## config.mk

```make
export PLATFORM = sky130hd
export DESIGN_NAME = ld_scalar_mult
export DESIGN_NICKNAME = d
export VERILOG_FILES = /design/src/rtl/ld_scalar_mult.sv
export SDC_FILE = /design/constraint.sdc
export NUM_CORES = 1
export LEC_CHECK = 0
export ABC_AREA = 0
export BUFFER_PORTS_ARGS = -buffer_cell sky130_fd_sc_hd__buf_2
export CAP_MARGIN = 20
export CORE_MARGIN = 5
export CORE_UTILIZATION = 50
export CTS_CLUSTER_SIZE = 14
export DETAILED_ROUTE_END_ITERATION = 8
export GPL_ROUTABILITY_DRIVEN = 0
export PLACE_DENSITY = 0.89
export SETUP_SLACK_MARGIN = 0.3
export SLEW_MARGIN = 20
export SYNTH_ARGS = -nofsm -noshare
export SYNTH_HDL_FRONTEND = slang
export SYNTH_SLANG_ARGS = --single-unit
```

## constraint.sdc

```tcl
create_clock -name clk -period 2.3 [get_ports clk]
set_input_delay 0.23 -clock clk [delete_from_list [all_inputs] [get_ports clk]]
set_output_delay 0.23 -clock clk [all_outputs]
set_load 0.02 [all_outputs]
```

## src/rtl/ld_scalar_mult.sv

```systemverilog
// Left-to-right double-and-add sequencer for a combinational Lopez-Dahab point ALU.
// Each cycle issues one ALU op and registers the ALU result into the accumulator.
module ld_scalar_mult #(
    parameter int                   K_W     = 4,
    parameter int                   COORD_W = 4,
    parameter logic [3*COORD_W-1:0] INF_PT  = 12'h006
) (
    input  logic                   clk,
    input  logic                   n_rst,
    input  logic                   start,
    input  logic [K_W-1:0]         k,
    input  logic [3*COORD_W-1:0]   p_in,
    output logic                   busy,
    output logic                   done,
    output logic [3*COORD_W-1:0]   result,
    output logic                   alu_op,
    output logic [3*COORD_W-1:0]   alu_a,
    output logic [3*COORD_W-1:0]   alu_b,
    input  logic [3*COORD_W-1:0]   alu_r
);

    localparam int PT_W  = 3 * COORD_W;
    localparam int IDX_W = (K_W > 1) ? $clog2(K_W) : 1;

    typedef enum logic [1:0] {
        S_IDLE = 2'd0,
        S_DBL  = 2'd1,
        S_ADD  = 2'd2,
        S_DONE = 2'd3
    } state_t;

    state_t             r_state;
    state_t             w_next_state;
    logic [PT_W-1:0]    r_acc;
    logic [PT_W-1:0]    r_p;
    logic [K_W-1:0]     r_k;
    logic [IDX_W-1:0]   r_idx;
    logic [PT_W-1:0]    r_result;
    logic               w_bit;
    logic               w_last;

    assign w_bit  = r_k[r_idx];
    assign w_last = (r_idx == '0);

    always_ff @(posedge clk or negedge n_rst) begin
        if (!n_rst) begin
            r_state <= S_IDLE;
        end else begin
            r_state <= w_next_state;
        end
    end

    // DONE is entered on the last bit before any decrement, so idx never wraps
    always_comb begin
        w_next_state = r_state;
        case (r_state)
            S_IDLE: if (start) w_next_state = S_DBL;
            S_DBL: begin
                if (w_bit)       w_next_state = S_ADD;
                else if (w_last) w_next_state = S_DONE;
                else             w_next_state = S_DBL;
            end
            S_ADD:  w_next_state = w_last ? S_DONE : S_DBL;
            S_DONE: w_next_state = S_IDLE;
            default: w_next_state = S_IDLE;
        endcase
    end

    always_comb begin
        alu_op = 1'b0;
        alu_a  = '0;
        alu_b  = '0;
        busy   = (r_state != S_IDLE);
        done   = (r_state == S_DONE);
        case (r_state)
            S_DBL: begin
                alu_op = 1'b1;
                alu_a  = r_acc;
            end
            S_ADD: begin
                alu_op = 1'b0;
                alu_a  = r_p;
                alu_b  = r_acc;
            end
            default: ;
        endcase
    end

    // The result captures the final ALU output on the edge entering DONE
    always_ff @(posedge clk or negedge n_rst) begin
        if (!n_rst) begin
            r_acc    <= INF_PT;
            r_p      <= '0;
            r_k      <= '0;
            r_idx    <= IDX_W'(K_W - 1);
            r_result <= INF_PT;
        end else begin
            case (r_state)
                S_IDLE: begin
                    if (start) begin
                        r_k   <= k;
                        r_p   <= p_in;
                        r_acc <= INF_PT;
                        r_idx <= IDX_W'(K_W - 1);
                    end
                end
                S_DBL: begin
                    r_acc <= alu_r;
                    if (!w_bit) begin
                        if (w_last) r_result <= alu_r;
                        else        r_idx    <= r_idx - 1'b1;
                    end
                end
                S_ADD: begin
                    r_acc <= alu_r;
                    if (w_last) r_result <= alu_r;
                    else        r_idx    <= r_idx - 1'b1;
                end
                default: ;
            endcase
        end
    end

    assign result = r_result;

endmodule

```

* Word level (Yosys, flattened, before mapping)
Cells that the tools add are included.
** Word-level totals
- Bits in latches :: 0
- RAM bits :: 0
- Output and inout port bits :: 39
- Bits in read-only memories :: 0
- Register bits :: 44
- Memories :: 0
- Word-level logic and storage cells :: 42
** Cells by class
- Shift operators :: 0
- Eq/ne operators :: 5
- $mul :: 0
- Div/mod/pow operators :: 0
- Bitwise logic cells :: 0
- Reductions and logical operators :: 11
- Add/subtract/negate cells :: 1
- Multiplexer cells :: 18
- Order comparisons :: 1
** Operator list (count)
- 12-bit one-hot mux with 2 select lines :: 3
- 12-bit two-way mux :: 4
- 2-bit two-way mux :: 6
- 2-bit one-hot mux with 4 select lines :: 1
- 2-bit one-hot mux with 3 select lines :: 1
- 2-bit AND reduction :: 3
- 2-bit nonzero test :: 3
- 2-bit == test, second input constant :: 2
- 2-bit logical NOT :: 2
- 2-bit != test, second input constant :: 2
- 2-bit by 3-bit less-than comparator with 1-bit output, second input constant :: 1
- 3-bit AND reduction :: 1
- 3-bit nonzero test :: 1
- 1-bit binary-select mux with 2-bit select :: 1
- 2-bit by 1-bit == test with 1-bit output, second input constant :: 1
- 1-bit two-way mux :: 2
- 2-bit OR reduction :: 1
- 2-bit by 1-bit subtractor with 2-bit output, second input constant :: 1

* Logic depth before layout (Yosys ltp)
- Word-level depth :: 4
- Mapped depth :: 7
- Gate-level depth less buffers :: 5

* Worst setup path before layout
No wires, ideal clock.
- Path kind :: register to output
- Start :: reg r_state[1]
- End :: out alu_a[10]
- Setup slack :: 0.357 ns
- Path buffers :: 2
- Cell stages (with the launch flop) :: 7
- Required time :: 2.070 ns
- Arrival :: 1.713 ns
- Path through :: dfrtp_1 inv_1 ha_1 buf_2 buf_1 a22oi_1 nor2b_1
** Between the ends
- Cells in the longest elaborated chain, start to end :: 2
- Elaborated cells between the ends (all ways) :: 3
- Those cells by class :: eq/ne (2); mux (1)
** RTL lines
- from (decl) :: line 32 : state_t r_state;
- from (signal assigned) :: line 49 : r_state <= w_next_state;
- 2-bit == test or 2-bit by 1-bit == test with 1-bit output (tied branches) :: line 75 : case (r_state)
- 12-bit one-hot mux with 2 select lines * :: line 75
- to (decl) :: line 17 : output logic [3*COORD_W-1:0] alu_a,
Every way passes the cells marked *; elsewhere a longest branch is shown, timed or not.

* Final worst setup path
- Start :: reg r_state[0]
- End :: out alu_a[10]
Same word-level chain as after synthesis.

==> flow_summary.ini <==
[grt]
grt_antenna_before_repair = 0
grt_pass1_wl_um = 8490
grt_max_degree = 45
grt_pass1_vias = 1631
gr-total-overflow = 0
grtUsageTotal_pct = 17.8

[routing]
antenna_left = 0
via_per_inst = 5.53
vias = 1648
drc = 0
wl_per_cell_um = 17.1
drt_iter0_drc = 110
wirelength_um = 5100
firstDrtPassIters = 4

[timing]
setup_tns_ns = 0
min_period_over_period_pct = 81.2
finClkSkew_ns = 0.00466
fin_crit_ns = 1.87
slew_headroom_pct = 37.7
setup_ws_ns = 0.433
fmax_ghz = 0.536
setup-violations-final = 0
rsz0062_at_grt = no
whs_ns = 0.0671
worstMarginPinSlew_ns = 0.935
slew_violations = 0
hold_violations = 0

[yosys]
yosysMostFrequentCell = dfrtp_1
synth_area_per_cell_sq_um = 12.6
yosys_warnings = 0
synthArstFlopShare_pct = 100
yosysSeqAreaShare_pct = 51.0
synthFlopType = dfrtp_1
synthTopCellsByCount = dfrtp_1 (38), mux2_2 (20), and2_1 (13), nor2b_1 (13), a22oi_1 (12)
synth.distinct_cells = 32
synth_top_area_share_pct = 43.8
synth_largest_area_cell = dfrtp_1
postSynthCellCount = 172
syn-cell-area_sq_mm = 0.00217
synth_edf_count = 0
syn-num-nets = 209
yosys_register_bits = 44
synth.area.top_cells = dfrtp_1 (44%), mux2_2 (10%), dfstp_2 (7.3%)

[power_and_ir_drop]
cellLeakagePower_nw = 1.36
power.share.switching_pct = 40.1
p_per_area_mw_per_mm2 = 1630
p_int_mw = 2.68
power_frac_comb_pct = 53.2
p_sw_mw = 1.79
power_frac_seq_pct = 33.2
clkPwrFrac_pct = 13.6
peakVddDrop_mv = 0.797

[clock_network]
numCtsBuffers = 5
htree_levels = 2
tritoncts = done
cts.sinks = 44
root_buffer = clkbuf_8
clockBufferDepth = 2
clock_latency_ns = 0.29
cts.clk_slew.worst_paths_ns = 0.09
hold_buffers = 0

[die]
core_sq_mm = 0.00429
die_w_um = 75.9
fp.dieH_um = 75.9
initial_utilization_pct = 50.6
io_pins = 70
fp-row-count = 24
die_area_sq_mm = 0.00577

[critical_path]
crit_fanout = 25
worstPathRequired_ns = 2.07
cp-end-kind = output port
startpoint_type = flop
worstReg2RegStart = r_idx[0]
reg2reg_depth = 6
critPathArrivalTime_ns = 1.64
crit_start = r_state[0]
path_class = reg2out

[placed_design]
io_buffers = 69
place_ws_ns = 0.448
dp_hpwl_um = 3690

[cells_and_area]
nNetsFinal = 282
syn2layout_area_growth_pct = 26.7
diodes = 0
drive_gt1_share_pct = 52.4

[worst_hold_path]
hp-class = in2async

[flow_run]
max_cap_violations = 0

[run_status]
status = completed
[worst paths after layout]
kind | end | slack [ns]
worst max-delay path | alu_a[10] | 0.43
worst min-delay path | r_k[1] | 0.07
worst max register to register | result[7] | 0.47
worst min register to register | r_p[1] | 0.51
max in group asynchronous | r_p[7] | 1.65
min in group clk | r_p[9] | 0.16
[cell type report]
class                      instances  area, sq um
inverter                           5         18.8
multi-input combinational        112         1020
fill                             331         1540
tap                               52         65.1
clock inverter                     3         46.3
clock buffer                       5         68.8
sequential                        44         1110
timing repair buffer              77          423
[cells in the final DEF (no fill, tap or decap), drive strengths merged]
cell	instances
and4	1
o21a	1
o32a	1
or2	1
nor2b	13
nand3	1
o31a	1
nor2	2
bufinv	1
ha	6
clkinvlp	1
inv	6
a311oi	1
and2	13
nand2b	3
a21oi	1
dfrtp	38
buf	77
nand2	4
a22o	10
o22ai	1
a31oi	1
a221oi	1
a22oi	12
mux2	30
o22a	2
o221ai	1
clkbuf	5
dfstp	6
a211oi	1
mux2i	4
[kinds of logic after synthesis]
family	after synthesis	synth area share (%)
AO/OA/AOI/OAI	34	12.9
adder cells (fa/ha/maj)	6	3.45
buffers and inverters	16	3.22
flip-flops	44	51.0
multiplexers	34	19.1
AND/OR/NAND/NOR	38	10.3
[per-layer routing]
metal  track usage, %  vias up  wire length (um)
li1                 -      768                 -
met1             25.1      806              2290
met2             26.9       68              2460
met3             4.98        6               283
met4             4.98        0                65
met5                0        -                 0
[registers in the layout (all words and copies together), names as in the netlist]
name	flops
r_k	4
r_acc	12
r_p	12
r_idx	2
result	12
r_state	2
[timing repair]
action | in CTS | in global routing
resized for setup | 2 | 9
buffers inserted | 0 | 2
endpoints found under the setup margin | 3 | 14
gates cloned | 0 | 0
[power groups by stage]
stage                     Combinational [mW]  Sequential (mW)  Clock [mW]
after CTS                               2.28             1.48       0.617
final                                   2.38             1.49       0.608
after detailed placement                2.26             1.48           0
after global routing                    2.60             1.53       0.648
after global placement                  2.20             1.47           0
after floorplan                         1.55             1.55           0
[worst max-delay path: stages, from the launching register on]
cell	delay [ns]
dfrtp_1	0.42
inv_2	0.11
ha_2	0.21
buf_8	0.17
a22oi_1	0.09
nor2b_1	0.14
buf_2	0.18
[metrics by stage]
| stage | power [mW] | util, % | instances | area [sq um] |
|---|---|---|---|---|
| floorplan | 3.10 | - | 172 | 2170 |
| global placement | 3.67 | 60.0 | 288 | 2580 |
| detailed placement | 3.74 | 60.0 | 288 | 2580 |
| CTS | 4.38 | 62.8 | 296 | 2700 |
| global route | 4.78 | 64.1 | 298 | 2750 |
| finish | 4.48 | 64.1 | 298 | 2750 |
Note: power is estimated with default switching activity, not from simulation.
